### config.mk
export PLATFORM = sky130hd
export DESIGN_NAME = sdio_crc_engine
export DESIGN_NICKNAME = d
export VERILOG_FILES = /design/src/rtl/sdio_crc_pkg.sv /design/src/rtl/sdio_crc_lane.sv /design/src/rtl/sdio_crc_engine.sv
export SDC_FILE = /design/constraint.sdc
export NUM_CORES = 1
export LEC_CHECK = 0
export ABC_AREA = 1
export CAP_MARGIN = 20
export CORE_MARGIN = 8
export CORE_UTILIZATION = 43
export CTS_CLUSTER_DIAMETER = 100
export CTS_CLUSTER_SIZE = 8
export DETAILED_ROUTE_END_ITERATION = 16
export PLACE_DENSITY = 0.74
export SLEW_MARGIN = 40
export SYNTH_ARGS = -nofsm -noshare
export SYNTH_HDL_FRONTEND = slang
export SYNTH_SLANG_ARGS = --single-unit
### constraint.sdc
create_clock -name clk -period 1.25 [get_ports clk]
set_input_delay 0.25 -clock clk [delete_from_list [all_inputs] [get_ports clk]]
set_output_delay 0.25 -clock clk [all_outputs]
set_load 0.01 [all_outputs]
### src/rtl/sdio_crc_pkg.sv
// Shared CRC definitions for the SDIO CRC engine.
// Polynomials, FSM state type and a width-generic CRC step.
package sdio_crc_pkg;

  localparam int MAX_W = 16;

  localparam logic [6:0]  CRC7_POLY  = 7'h09;
  localparam logic [15:0] CRC16_POLY = 16'h1021;

  typedef enum logic [1:0] {
    IDLE,
    OUT,
    CHK
  } state_t;

  // One serial CRC step on the low w bits of r.
  function automatic logic [MAX_W-1:0] crc_step(
    input logic [MAX_W-1:0] r,
    input logic             din,
    input logic [MAX_W-1:0] poly,
    input int               w
  );
    logic [MAX_W-1:0] top;
    logic [MAX_W-1:0] mask;
    logic [MAX_W-1:0] nx;
    logic             fb;
    top  = {{(MAX_W-1){1'b0}}, 1'b1} << (w - 1);
    mask = {MAX_W{1'b1}} >> (MAX_W - w);
    fb   = din ^ (|(r & top));
    nx   = (r << 1) ^ (fb ? poly : '0);
    return nx & mask;
  endfunction

endpackage

### src/rtl/sdio_crc_lane.sv
// One serial CRC lane: accumulate, shift-out and receive compare.
// Ports: clk, rst, clr, gen, shift, chk, chk_clr, din -> r, dout, err.
module sdio_crc_lane
  import sdio_crc_pkg::*;
#(
  parameter int               CRC_W = 7,
  parameter logic [CRC_W-1:0] POLY  = 7'h09,
  parameter logic [CRC_W-1:0] INIT  = '0
) (
  input  logic             clk,
  input  logic             rst,
  input  logic             clr,
  input  logic             gen,
  input  logic             shift,
  input  logic             chk,
  input  logic             chk_clr,
  input  logic             din,
  output logic [CRC_W-1:0] r,
  output logic             dout,
  output logic             err
);

  logic [MAX_W-1:0] nxt_gen;

  assign nxt_gen = crc_step(MAX_W'(r), din,
                            MAX_W'(POLY), CRC_W);
  assign dout    = r[CRC_W-1];

  always_ff @(posedge clk or posedge rst) begin
    if (rst) begin
      r <= INIT;
    end else if (clr) begin
      r <= INIT;
    end else if (gen) begin
      r <= nxt_gen[CRC_W-1:0];
    end else if (shift) begin
      r <= {r[CRC_W-2:0], 1'b0};
    end
  end

  // Sticky: survives clr so a result can be read after an abort.
  always_ff @(posedge clk or posedge rst) begin
    if (rst) begin
      err <= 1'b0;
    end else if (chk_clr) begin
      err <= 1'b0;
    end else if (chk && (din != r[CRC_W-1])) begin
      err <= 1'b1;
    end
  end

endmodule

### src/rtl/sdio_crc_engine.sv
// Multi-lane serial CRC engine (CRC7 CMD / CRC16 DAT) for SDIO.
// Ports: clk, rst, ce, clr, gen_en, out_start, chk_start, din ->
//        dout, crc_reg, busy, done, crc_err.
module sdio_crc_engine
  import sdio_crc_pkg::*;
#(
  parameter int               CRC_W = 7,
  parameter logic [CRC_W-1:0] POLY  = 7'h09,
  parameter logic [CRC_W-1:0] INIT  = '0,
  parameter int               LANES = 1
) (
  input  logic                   clk,
  input  logic                   rst,
  input  logic                   ce,
  input  logic                   clr,
  input  logic                   gen_en,
  input  logic                   out_start,
  input  logic                   chk_start,
  input  logic [LANES-1:0]       din,
  output logic [LANES-1:0]       dout,
  output logic [LANES*CRC_W-1:0] crc_reg,
  output logic                   busy,
  output logic                   done,
  output logic [LANES-1:0]       crc_err
);

  localparam int CW = (CRC_W > 1) ? $clog2(CRC_W) : 1;
  localparam logic [CW-1:0] CNT_TOP = CW'(CRC_W - 1);

  state_t        state;
  state_t        state_n;
  logic [CW-1:0] cnt;
  logic [CW-1:0] cnt_n;
  logic          done_n;
  logic          gen;
  logic          shift;
  logic          chk;
  logic          chk_clr;

  always_ff @(posedge clk or posedge rst) begin
    if (rst) begin
      state <= IDLE;
      cnt   <= '0;
      done  <= 1'b0;
    end else begin
      state <= state_n;
      cnt   <= cnt_n;
      done  <= done_n;
    end
  end

  always_comb begin
    state_n = state;
    cnt_n   = cnt;
    done_n  = 1'b0;
    gen     = 1'b0;
    shift   = 1'b0;
    chk     = 1'b0;
    chk_clr = 1'b0;
    if (clr) begin
      state_n = IDLE;
      cnt_n   = '0;
    end else begin
      unique case (state)
        IDLE: begin
          if (out_start) begin
            state_n = OUT;
            cnt_n   = CNT_TOP;
          end else if (chk_start) begin
            state_n = CHK;
            cnt_n   = CNT_TOP;
            chk_clr = 1'b1;
          end else begin
            gen = gen_en & ce;
          end
        end
        OUT, CHK: begin
          if (ce) begin
            shift = 1'b1;
            chk   = (state == CHK);
            if (cnt == '0) begin
              state_n = IDLE;
              done_n  = 1'b1;
            end else begin
              cnt_n = cnt - 1'b1;
            end
          end
        end
        default: begin
          state_n = IDLE;
          cnt_n   = '0;
        end
      endcase
    end
  end

  assign busy = (state != IDLE);

  for (genvar i = 0; i < LANES; i++) begin : g_lane
    sdio_crc_lane #(
      .CRC_W (CRC_W),
      .POLY  (POLY),
      .INIT  (INIT)
    ) u_lane (
      .clk     (clk),
      .rst     (rst),
      .clr     (clr),
      .gen     (gen),
      .shift   (shift),
      .chk     (chk),
      .chk_clr (chk_clr),
      .din     (din[i]),
      .r       (crc_reg[i*CRC_W +: CRC_W]),
      .dout    (dout[i]),
      .err     (crc_err[i])
    );
  end

endmodule

==> impl_metrics.env, run 1 <==
export IMPL_crit_path_max_fanout=6
export IMPL_cts_sinks=14
export IMPL_p_total_mw=1.95
export IMPL_grt_pass1_wl_um=3820
export IMPL_max_slew_margin=0.807
export IMPL_area_delta_synth_final_pct=73.9
export IMPL_routedLengthMet1_um=1070
export IMPL_setup_viol=13
export IMPL_drt_pass1_iterations=4
export IMPL_powerDensity_nw_per_um2=1420
export IMPL_nets=165
export IMPL_cp_start_kind="flop"
export IMPL_synth_largest_area_cell="dfrtp_1"
export IMPL_cts_tree="built"
export IMPL_cts_buffers=3
export IMPL_report_final_hold_viol_count=0
export IMPL_track_usage=0.142
export IMPL_path_delay_family="simple AND/OR/NAND/NOR gates"
export IMPL_crit_type="flop to flop"
export IMPL_clk_path_buf_depth=2
export IMPL_layout_setup_ws_ns=-0.183
export IMPL_die_width_um=58.9
export IMPL_route_met2_wl_um=1270
export IMPL_drive_gt1_frac=0.404
export IMPL_cpPeakStageDelay_ns=0.40
export IMPL_finClkSkew_ns=0.00485
export IMPL_postRouteAntennaNets=0
export IMPL_num_fill_cells=111
export IMPL_ioPinCount=19
export IMPL_dr_total_vias=853
export IMPL_fin_crit_sh=1.15
export IMPL_clock_tree_root_cell="clkbuf_4"
export IMPL_dieArea_um2=3470
export IMPL_crit_chain="inv_2 > ha_4 > buf_6 > nand2_4 > nor2_4 > nand2_2 > a21oi_4 > nand2_1 > nand2_1"
export IMPL_h_tree_depth=1
export IMPL_crit_path_frequent_cell="nand2_1"
export IMPL_syn_area_um2=791
export IMPL_post_drt_wl_per_cell_um=14.1
export IMPL_p_leak_nw=0.736
export IMPL_yosys_warnings=0
export IMPL_grt_pass1_vias=869
export IMPL_routed_wl_um=2490
export IMPL_whs_ns=0.265
export IMPL_clock_latency_ns=0.28
export IMPL_crit_required_ns=1.48
export IMPL_yosysUniqueCellTypes=19
export IMPL_synth_ff_type="dfrtp_1"
export IMPL_pre_cts_slack_ns=-0.339
export IMPL_avgSynthCellArea_um2=7.75
export IMPL_tightest_slew_ns=0.288
export IMPL_maxCapViolations=0
export IMPL_start_util=0.458
export IMPL_place_hpwl_um=1500
export IMPL_rsz0062_at_grt="yes"
export IMPL_globalplace_congestion=0.784
export IMPL_grt_max_degree=15
export IMPL_drc=0
export IMPL_core_area_um2=1730
export IMPL_highest_layer="met4"
export IMPL_multiInputGateArea_um2=487
export IMPL_met3_length_um=100
export IMPL_clk_pin_slew_ns=0.09
export IMPL_netlist_area_leader_share=0.443
export IMPL_ff_latch_area_um2=350
export IMPL_netlist_instances=102
export IMPL_via_per_inst=4.85
export IMPL_status="complete, but fails checks"
export IMPL_drt_initial_drc_count=24
export IMPL_crit_arrival_ns=1.66
export IMPL_synth_edf_count=0
export IMPL_period_needed_ns=1.43
export IMPL_timing_fmax_mhz=698
export IMPL_postSynth_asyncResetShare=1.00
export IMPL_worst_ir_drop_vdd_mv=1.13
export IMPL_ys_seq_area_frac=0.443
export IMPL_port_buffer_count=18
export IMPL_num_rows=15
export IMPL_ys_seq_elements=14
export IMPL_crit_buf_inv=2
export IMPL_synth_area_top_cells="dfrtp_1 44%, nand2_1 18%, inv_1 8.1%"
export IMPL_die_h_um=58.9
export IMPL_violations="negative setup slack"
export IMPL_final_core_util=0.796
export IMPL_crit_slowest_cell="dfrtp_1"
export IMPL_syn_nets=115
export IMPL_diodes=0
export IMPL_overflow=0
export IMPL_end_kind="flop"
export IMPL_antenna_found_initial=0
export IMPL_hp_class="input port to async pin"
export IMPL_slew_violations=0
sequential cells by signal, indices dropped and copies added (netlist names):
name               flops
cnt                    3
done                   1
g_lane.u_lane.err      1
g_lane.u_lane.r        7
state                  2
cell usage in the layout, fill, tap and decap left out:
cell / netlist / layout
clkbuf_4: 0 / 3
ha_4: 0 / 2
o21ai_2: 0 / 4
nand2_2: 1 / 2
inv_2: 1 / 6
nand3_4: 0 / 1
clkdlybuf4s15_1: 0 / 2
a21oi_4: 0 / 1
dlygate4sd2_1: 0 / 8
nand2_1: 38 / 32
buf_4: 1 / 23
ha_1: 5 / 2
nand3_1: 7 / 7
a22oi_1: 1 / 1
dfrtp_1: 14 / 14
nor2_4: 1 / 3
ha_2: 0 / 1
clkdlybuf4s50_1: 0 / 7
nor2_1: 2 / 1
inv_4: 0 / 1
nor3_4: 1 / 2
o21ai_1: 5 / 4
nand4_1: 1 / 1
buf_6: 0 / 6
nand2_4: 0 / 5
inv_1: 17 / 11
clkbuf_8: 0 / 1
layout make-up:
| class | instances | area share |
|---|---|---|
| Tap cell | 25 | 0.0227 |
| Sequential cell | 14 | 0.255 |
| Timing Repair Buffer | 46 | 0.291 |
| Clock buffer | 4 | 0.0264 |
| Multi-Input combinational cell | 69 | 0.354 |
| Inverter | 18 | 0.0510 |
kinds of logic (layout without fill, tap and decap cells):
kind of cell,Yosys count,count (layout),synth area share
fa+ha+maj,5,5,0.0791
simple gates,54,54,0.312
flops,14,14,0.443
buf+inv,19,68,0.0949
compound gates,10,10,0.0712
report_power, final:
group          internal (mW)  total [mW]  switching, mW
combinational          0.538        1.05          0.513
sequential             0.520       0.558         0.0382
clock                  0.177       0.338          0.161
repair_timing:
action	CTS	global route
endpoints found under the setup margin	23	20
pin swaps	22	10
setup buffers	3	8
resized for setup	42	10
hold buffers	0	0
Yosys cell counts, types with 2 or more instances:
library cell / instances
o21ai_1: 5
nand3_1: 7
inv_1: 17
dfrtp_1: 14
nand2_1: 38
nor2_1: 2
ha_1: 5
o21ai_0: 3
metal layers:
layer | vias up | global-route usage
met5 | - | 0
met4 | 0 | 0.0751
met3 | 4 | 0.0196
met2 | 26 | 0.254
met1 | 408 | 0.158
li1 | 415 | -
stage by stage:
step / setup TNS (ns) / area (um^2) / std cells
after floorplan: 0 / 808 / 102
after global placement: -3.29 / 1150 / 162
after detailed placement: -3.71 / 1150 / 162
after CTS: -1.43 / 1290 / 169
after global routing: -3.01 / 1380 / 176
final: -2.00 / 1380 / 176
worst reg2reg max path, stage by stage (launching register included):
cell and delay (ns):
dfrtp_1 0.40, inv_2 0.08, ha_4 0.15, buf_6 0.10
nand2_4 0.05, nor2_4 0.14, nand2_2 0.09, a21oi_4 0.20
nand2_1 0.09, nand2_1 0.07
final timing paths:
path	startpoint	slack [ns]	cells after the start	endpoint
min	rst	0.27	3	done$_DFF_PP0_
min in group clk	cnt[1]$_DFFE_PP0P_	0.51	2	cnt[1]$_DFFE_PP0P_
min reg2reg	cnt[1]$_DFFE_PP0P_	0.51	2	cnt[1]$_DFFE_PP0P_
max reg2reg	state[1]$_DFFE_PP0P_	-0.18	9	g_lane[0].u_lane.r[3]$_DFFE_PP0P_
max	state[1]$_DFFE_PP0P_	-0.18	9	g_lane[0].u_lane.r[3]$_DFFE_PP0P_
max in group asynchronous	rst	0.81	3	g_lane[0].u_lane.r[0]$_DFFE_PP0P_
No activity file was read; power rests on OpenSTA's default activity.
==> run 2: changes to the inputs <==
- MAX_ROUTING_LAYER: default -> met4
==> results of run 2 <==
Final layout, timing and power as in run 1 (identical DEF).
Main changes from that run: final weighted congestion in routability-driven placement 0.784 -> 0.795; overall routing resource usage 0.142 -> 0.146
